`config.mk`:
```
export PLATFORM = sky130hd
export DESIGN_NAME = fetch_stage
export DESIGN_NICKNAME = d
export VERILOG_FILES = /design/src/rtl/fetch_stage.sv
export SDC_FILE = /design/constraint.sdc
export NUM_CORES = 1
export LEC_CHECK = 0
export ABC_AREA = 1
export BUFFER_PORTS_ARGS = -buffer_cell sky130_fd_sc_hd__buf_2
export CAP_MARGIN = 10
export CORE_MARGIN = 8
export CORE_UTILIZATION = 58
export CTS_CLUSTER_DIAMETER = 30
export DETAILED_ROUTE_END_ITERATION = 16
export GPL_ROUTABILITY_DRIVEN = 0
export PLACE_DENSITY = 0.95
export SYNTH_ARGS = -nofsm -noshare
export SYNTH_HDL_FRONTEND = slang
export SYNTH_SLANG_ARGS = --single-unit
```
`constraint.sdc`:
```
create_clock -name clk -period 5.99 [get_ports clk]
set_input_delay 1.198 -clock clk [delete_from_list [all_inputs] [get_ports clk]]
set_output_delay 1.198 -clock clk [all_outputs]
set_load 0.01 [all_outputs]
```
`src/rtl/fetch_stage.sv`:
```
// Instruction fetch stage: issues one synchronous imem read per cycle and
// buffers {pc, instr} pairs in a small FIFO towards decode.
module fetch_stage #(
    parameter int ADDR_W  = 16,
    parameter int INSTR_W = 16,
    parameter int DEPTH   = 2
) (
    input  logic               clk,
    input  logic               reset,
    input  logic [ADDR_W-1:0]  pc_in,
    input  logic               branch_taken,
    output logic               fetch_stall,
    output logic               imem_req,
    output logic [ADDR_W-1:0]  imem_addr,
    input  logic [INSTR_W-1:0] imem_rdata,
    output logic               out_valid,
    input  logic               out_ready,
    output logic [INSTR_W-1:0] out_instr,
    output logic [ADDR_W-1:0]  out_pc,
    output logic               dbg_state
);
    localparam int PTR_W = $clog2(DEPTH);
    localparam int CNT_W = PTR_W + 1;

    typedef enum logic {WARM = 1'b0, RUN = 1'b1} state_t;

    state_t             state_q, state_d;
    logic [CNT_W-1:0]   count_q;
    logic [PTR_W-1:0]   rd_ptr_q, wr_ptr_q;
    logic               inflight_q, drop_q;
    logic [ADDR_W-1:0]  pc_q;
    logic [ADDR_W-1:0]  pc_mem_q    [DEPTH];
    logic [INSTR_W-1:0] instr_mem_q [DEPTH];

    logic               pop, push;
    logic [CNT_W:0]     occupancy;

    // Handshake: decode takes the head on any cycle where out_valid and
    // out_ready are both high; the head advances at that rising edge.
    assign out_valid = (count_q != '0);
    assign out_instr = instr_mem_q[rd_ptr_q];
    assign out_pc    = pc_mem_q[rd_ptr_q];
    assign pop       = out_valid & out_ready;

    // Credit check counts the in-flight read so its response always has a slot.
    assign occupancy   = {1'b0, count_q} + (CNT_W+1)'(inflight_q) - (CNT_W+1)'(pop);
    assign imem_req    = (state_q == RUN) & ~branch_taken & (occupancy < (CNT_W+1)'(DEPTH));
    assign fetch_stall = ~imem_req;
    assign imem_addr   = pc_in;
    assign push        = inflight_q & ~drop_q & ~branch_taken;
    assign dbg_state   = state_q;

    always_ff @(posedge clk) begin
        if (reset) state_q <= WARM;
        else       state_q <= state_d;
    end

    // The single WARM cycle lines up with the PC holding 0 after reset.
    always_comb begin
        state_d = state_q;
        case (state_q)
            WARM:    state_d = RUN;
            RUN:     state_d = RUN;
            default: state_d = WARM;
        endcase
    end

    always_ff @(posedge clk) begin
        if (reset) begin
            count_q    <= '0;
            rd_ptr_q   <= '0;
            wr_ptr_q   <= '0;
            inflight_q <= 1'b0;
            drop_q     <= 1'b0;
            pc_q       <= '0;
            for (int i = 0; i < DEPTH; i++) begin
                pc_mem_q[i]    <= '0;
                instr_mem_q[i] <= '0;
            end
        end else begin
            inflight_q <= imem_req;
            drop_q     <= branch_taken & inflight_q;
            if (imem_req) pc_q <= pc_in;
            if (branch_taken) begin
                count_q  <= '0;
                rd_ptr_q <= '0;
                wr_ptr_q <= '0;
            end else begin
                if (push) begin
                    pc_mem_q[wr_ptr_q]    <= pc_q;
                    instr_mem_q[wr_ptr_q] <= imem_rdata;
                    wr_ptr_q              <= wr_ptr_q + PTR_W'(1);
                end
                if (pop) rd_ptr_q <= rd_ptr_q + PTR_W'(1);
                count_q <= count_q + CNT_W'(push) - CNT_W'(pop);
            end
        end
    end

    always_ff @(posedge clk) begin
        if (!reset) assert (!(push && count_q == CNT_W'(DEPTH)));
    end
endmodule

```
; Word level (Yosys, flattened, before mapping)
; Memory sizes are Yosys's and may differ from the RTL's. A register that Yosys moved wholly into a read port is not among the register bits.
; Cells that the tools add are included.
[word_totals]
regBits = 23
mem_bits_rw = 64
inputBits = 36
out_inout_bits = 52
wordCells = 46
memories = 2
[mem_list]
columns = name, words, word_bits, read_ports, rd_ports_with_merged_regs, wr, line_no
row1 = instr_mem_q, 2, 16, 1, 1, 2, 33  ; logic [INSTR_W-1:0] instr_mem_q [DEPTH];
row2 = pc_mem_q, 2, 16, 1, 1, 2, 32  ; logic [ADDR_W-1:0] pc_mem_q [DEPTH];
[classes]
addsub = 6
order_cmp = 1
n_mux = 17
n_bitwise = 9
reduce_logical = 4
[op_table]
columns = operator, n
row1 = 2-to-1 mux 16 bit, 2
row2 = OR reduction 16 bit, 2
row3 = 2-to-1 mux 1 bit, 15
row4 = AND 1 bit, 6
row5 = adder 2 x 1 -> 3 bit, 1
row6 = less-than comparator 3 x 2 -> 1 bit (second input constant), 1
row7 = NOT 1 bit, 3
row8 = subtractor 3 x 1 -> 3 bit, 1
row9 = adder 1 bit (second input constant), 2
row10 = adder 2 x 1 -> 2 bit, 1
row11 = nonzero test 2 bit, 1
row12 = OR reduction 2 bit, 1
row13 = subtractor 2 x 1 -> 2 bit, 1

; Depth between registers and ports, before layout
[logic_depth]
word_depth = 9
depth_mapped = 11
depth_no_buf = 10

; Worst setup path after synthesis
; No wires, ideal clock.
[synth_timing]
path_type = input port to output port
start = input out_ready
end = output imem_req
arrival_ns = 3.009
required_ns = 4.792
slack_ns = 1.783
path_stages = 9
path_buffers = 1
path_cell_list = o21a_1 -> ha_1 -> or2_2 -> fa_1 -> nand2_1 -> nor2_2 -> buf_2 -> nand2_1 -> inv_1
[synth_via]
elab_chain_cells = 4
[synth_lines]
columns = element, line_no
row1 = "start, declared", 17  ; input logic out_ready,
row2 = AND 1 bit, 43  ; assign pop = out_valid & out_ready;
row3 = subtractor 3 x 1 -> 3 bit, 46  ; assign occupancy = {1'b0, count_q} + (CNT_W+1)'(inflight_q) - (CNT_W+1)'(pop);
row4 = less-than comparator 3 x 2 -> 1 bit, 47  ; assign imem_req = (state_q == RUN) & ~branch_taken & (occupancy < (CNT_W+1)'(DEPTH));
row5 = AND 1 bit, 47
row6 = "end, declared", 13  ; output logic imem_req,
; Every way passes these cells.

; Worst setup path after layout
[layout_timing]
start = input out_ready
end = output imem_req
[layout_via]
elab_chain_cells = 4
[layout_lines]
columns = element, line_no
row1 = AND 1 bit, 43
row2 = via pop, 35  ; logic pop, push;
row3 = subtractor 3 x 1 -> 3 bit, 46
row4 = less-than comparator 3 x 2 -> 1 bit, 47
row5 = AND 1 bit, 47
; The timed path passes the listed nets, and every way through them passes these cells.

==> impl_metrics.toml <==
[clock_tree]
clockBufferDepth = 2
worstSkewPairLatency_ns = 0.36
cts_buffers = 9
cts_tree = "built"
clockRootBuffer = "clkbuf_8"
clkTransAtPathRegs_ns = 0.08
clock_sinks = 88
htree_levels = 3
cts_resized = 0
cts_setup_buffers = 0
holdBufCountCts = 0

[logic_synthesis]
synthCells = 381
ys_ff_latch = 88
synth_area_leaders = "edfxtp_1, dfxtp_1, mux2_2"
yosysTopAreaCellShare = 0.4848
yosysWarningCount = 0
synth_nets = 421
yosysSeqAreaShare = 0.6061
netlist_area_sq_um = 3964
yosys.area.top_type = "edfxtp_1"
postSynthAreaPerCell_sq_um = 10.40
yosysUniqueCellTypes = 22

[sta]
max_clock_freq_mhz = 221.3
tns_ns = 0
slew_violations = 0
worst_pin_slew_ns = 0.6927
hold_violations = 0
fin_ws_ns = 1.472
max_slew_margin = 0.5377
hold_slack_ns = 0.5018
rsz0062_at_grt = "false"
clock_skew_ns = 0.009080
fin_crit_sh = 0.7543
layout_min_cycle_time_ns = 4.518
setup_violations = 0

[worst_hold_path]
holdCritPathClass = "flip-flop to flip-flop"

[grt]
antenna_found_initial = 0
gr-total-overflow = 0
grt_max_degree = 34
grt_usage = 0.1670
grt_pass1_wl_microns = 12900
grt_pass1_vias = 2749

[floorplanning]
dieArea_sq_um = 9736
rows = 30
coreArea_sq_um = 6719
initial_core_util = 0.5899
die_y_microns = 98.67
io_pins = 88
die_x_microns = 98.67

[finish]
fin_nets = 490
drive_gt1_frac = 0.3165
antenna_cells = 0
syn2layout_area_growth_pct = 13.86
design_area_sq_um = 4513
final_core_util = 0.6717

[place]
dp_hpwl_microns = 5499
pre_cts_ws_ns = 1.505
placed_cell_area_sq_um = 4309
io_buffers = 87

[worst_setup_path]
cp_slowest_stage_delay_ns = 0.49
end_kind = "output pin"
arrival_ns = 3.32
worst-setup-path-type = "input pin to output pin"
cp.required_ns = 4.79
path_max_fanout = 33
worst_path_max_delay_cell = "fa_1"
worst_setup_path_start_kind = "input pin"
path_cells = "buf_2 > o21a_1 > ha_1 > or2_2 > fa_1 > nand2_1 > nor2_2 > buf_4 > nand2_1 > inv_1 > buf_2"

[pwr]
p_int_mw = 0.9163
switchingPower_mw = 0.2890
leakagePower_nw = 2.029
cellPowerDensity_nw_per_um2 = 267.0
combPwrFrac = 0.088
pwr-share-clk = 0.341
max-vdd-ir-drop_uv = 125.9
seqPwrFrac = 0.571
power.share.switching = 0.2398

[detailed_routing]
post_drt_via_cell_ratio = 5.084
route.detailed.drc = 0
vias = 2720
drtIter0Drc = 162
drt_pre_antenna_iters = 4
antenna_left = 0
wire_per_inst_microns = 15.07
wl_microns = 8063

[outcome]
status = "finished clean"

[run]
drv_cap = 0
## worst paths after layout
kind / endpoint / slack (ns) / startpoint / cells after the start
setup / recovery: imem_req / 1.47 / out_ready / 11
setup reg to reg: instr_mem_q[1][9] / 3.38 / drop_q / 4
hold / removal: pc_q[12] / 0.50 / pc_q[12] / 2
hold reg to reg: pc_q[12] / 0.50 / pc_q[12] / 2
## synth_stat cells (all sizes together)
library cell / number
clkbuf: 1
buf: 33
mux2: 32
fa: 1
nand3: 19
nor2: 88
nand2: 33
nor3: 2
o21a: 1
dfxtp: 24
inv: 61
ha: 3
or2: 1
a21oi: 18
edfxtp: 64
## worst max-delay path, delay by kind of cell
kind            cells  cell delay [ns]
buf+inv             4             0.56
fa+ha+maj           2             0.75
simple gates        4             0.60
compound gates      1             0.20
## per-layer routing
| layer | wire (microns) | track usage | vias to the layer above | part of all wire |
|---|---|---|---|---|
| li1 | - | - | 1336 | - |
| met1 | 3465 | 0.2016 | 1263 | 0.43 |
| met2 | 3984 | 0.2716 | 107 | 0.49 |
| met3 | 435 | 0.03453 | 14 | 0.054 |
| met4 | 178 | 0.09681 | 0 | 0.022 |
| met5 | 0 | 0 | - | 0 |
## final cells by class
cell class,instances,area (sq um)
sequential,88,2402
fill,501,2206
multi-input combinational,198,1105
timing repair buffer,92,473.0
inverter,61,229.0
clock buffer,9,123.9
tap,80,100.1
clock inverter,7,80.08
## flip-flops by register name, summed over array words and instances (netlist names), named ones only
signal / count
instr_mem_q: 32
pc_mem_q: 32
pc_q: 16
count_q: 2
dbg_state: 1
drop_q: 1
inflight_q: 1
rd_ptr_q: 1
wr_ptr_q: 1
## cell families (layout without fill, tap and decap cells)
family,count (synthesis),count (layout),synth area share
buf+inv,95,169,0.1152
compound gates,19,19,0.02462
flops,88,88,0.6061
simple gates,143,143,0.1487
fa+ha+maj,4,4,0.01452
mux,32,32,0.09091
## power groups by stage
stage          clock, mW  sequential [mW]  combinational [mW]
6_report           0.411            0.688               0.106
5_1_grt            0.440            0.691               0.118
4_1_cts            0.412            0.688               0.108
3_5_place_dp           0            0.702               0.107
3_3_place_gp           0            0.699               0.103
2_1_floorplan          0            0.698              0.0713
## layout by cell type (no fill, tap or decap), drive strengths merged
| cell type | n |
|---|---|
| a21oi | 18 |
| buf | 92 |
| bufinv | 1 |
| clkbuf | 9 |
| clkinv | 3 |
| clkinvlp | 2 |
| dfxtp | 24 |
| edfxtp | 64 |
| fa | 1 |
| ha | 3 |
| inv | 62 |
| mux2 | 32 |
| nand2 | 33 |
| nand3 | 19 |
| nor2 | 88 |
| nor3 | 2 |
| o21a | 1 |
| or2 | 1 |
## stage by stage
step | power, mW | instances
3_3_place_gp | 0.8023 | 519
3_5_place_dp | 0.8087 | 519
2_1_floorplan | 0.7695 | 381
4_1_cts | 1.208 | 535
5_1_grt | 1.249 | 535
6_report | 1.205 | 535
(Power assumes the default switching activity.)
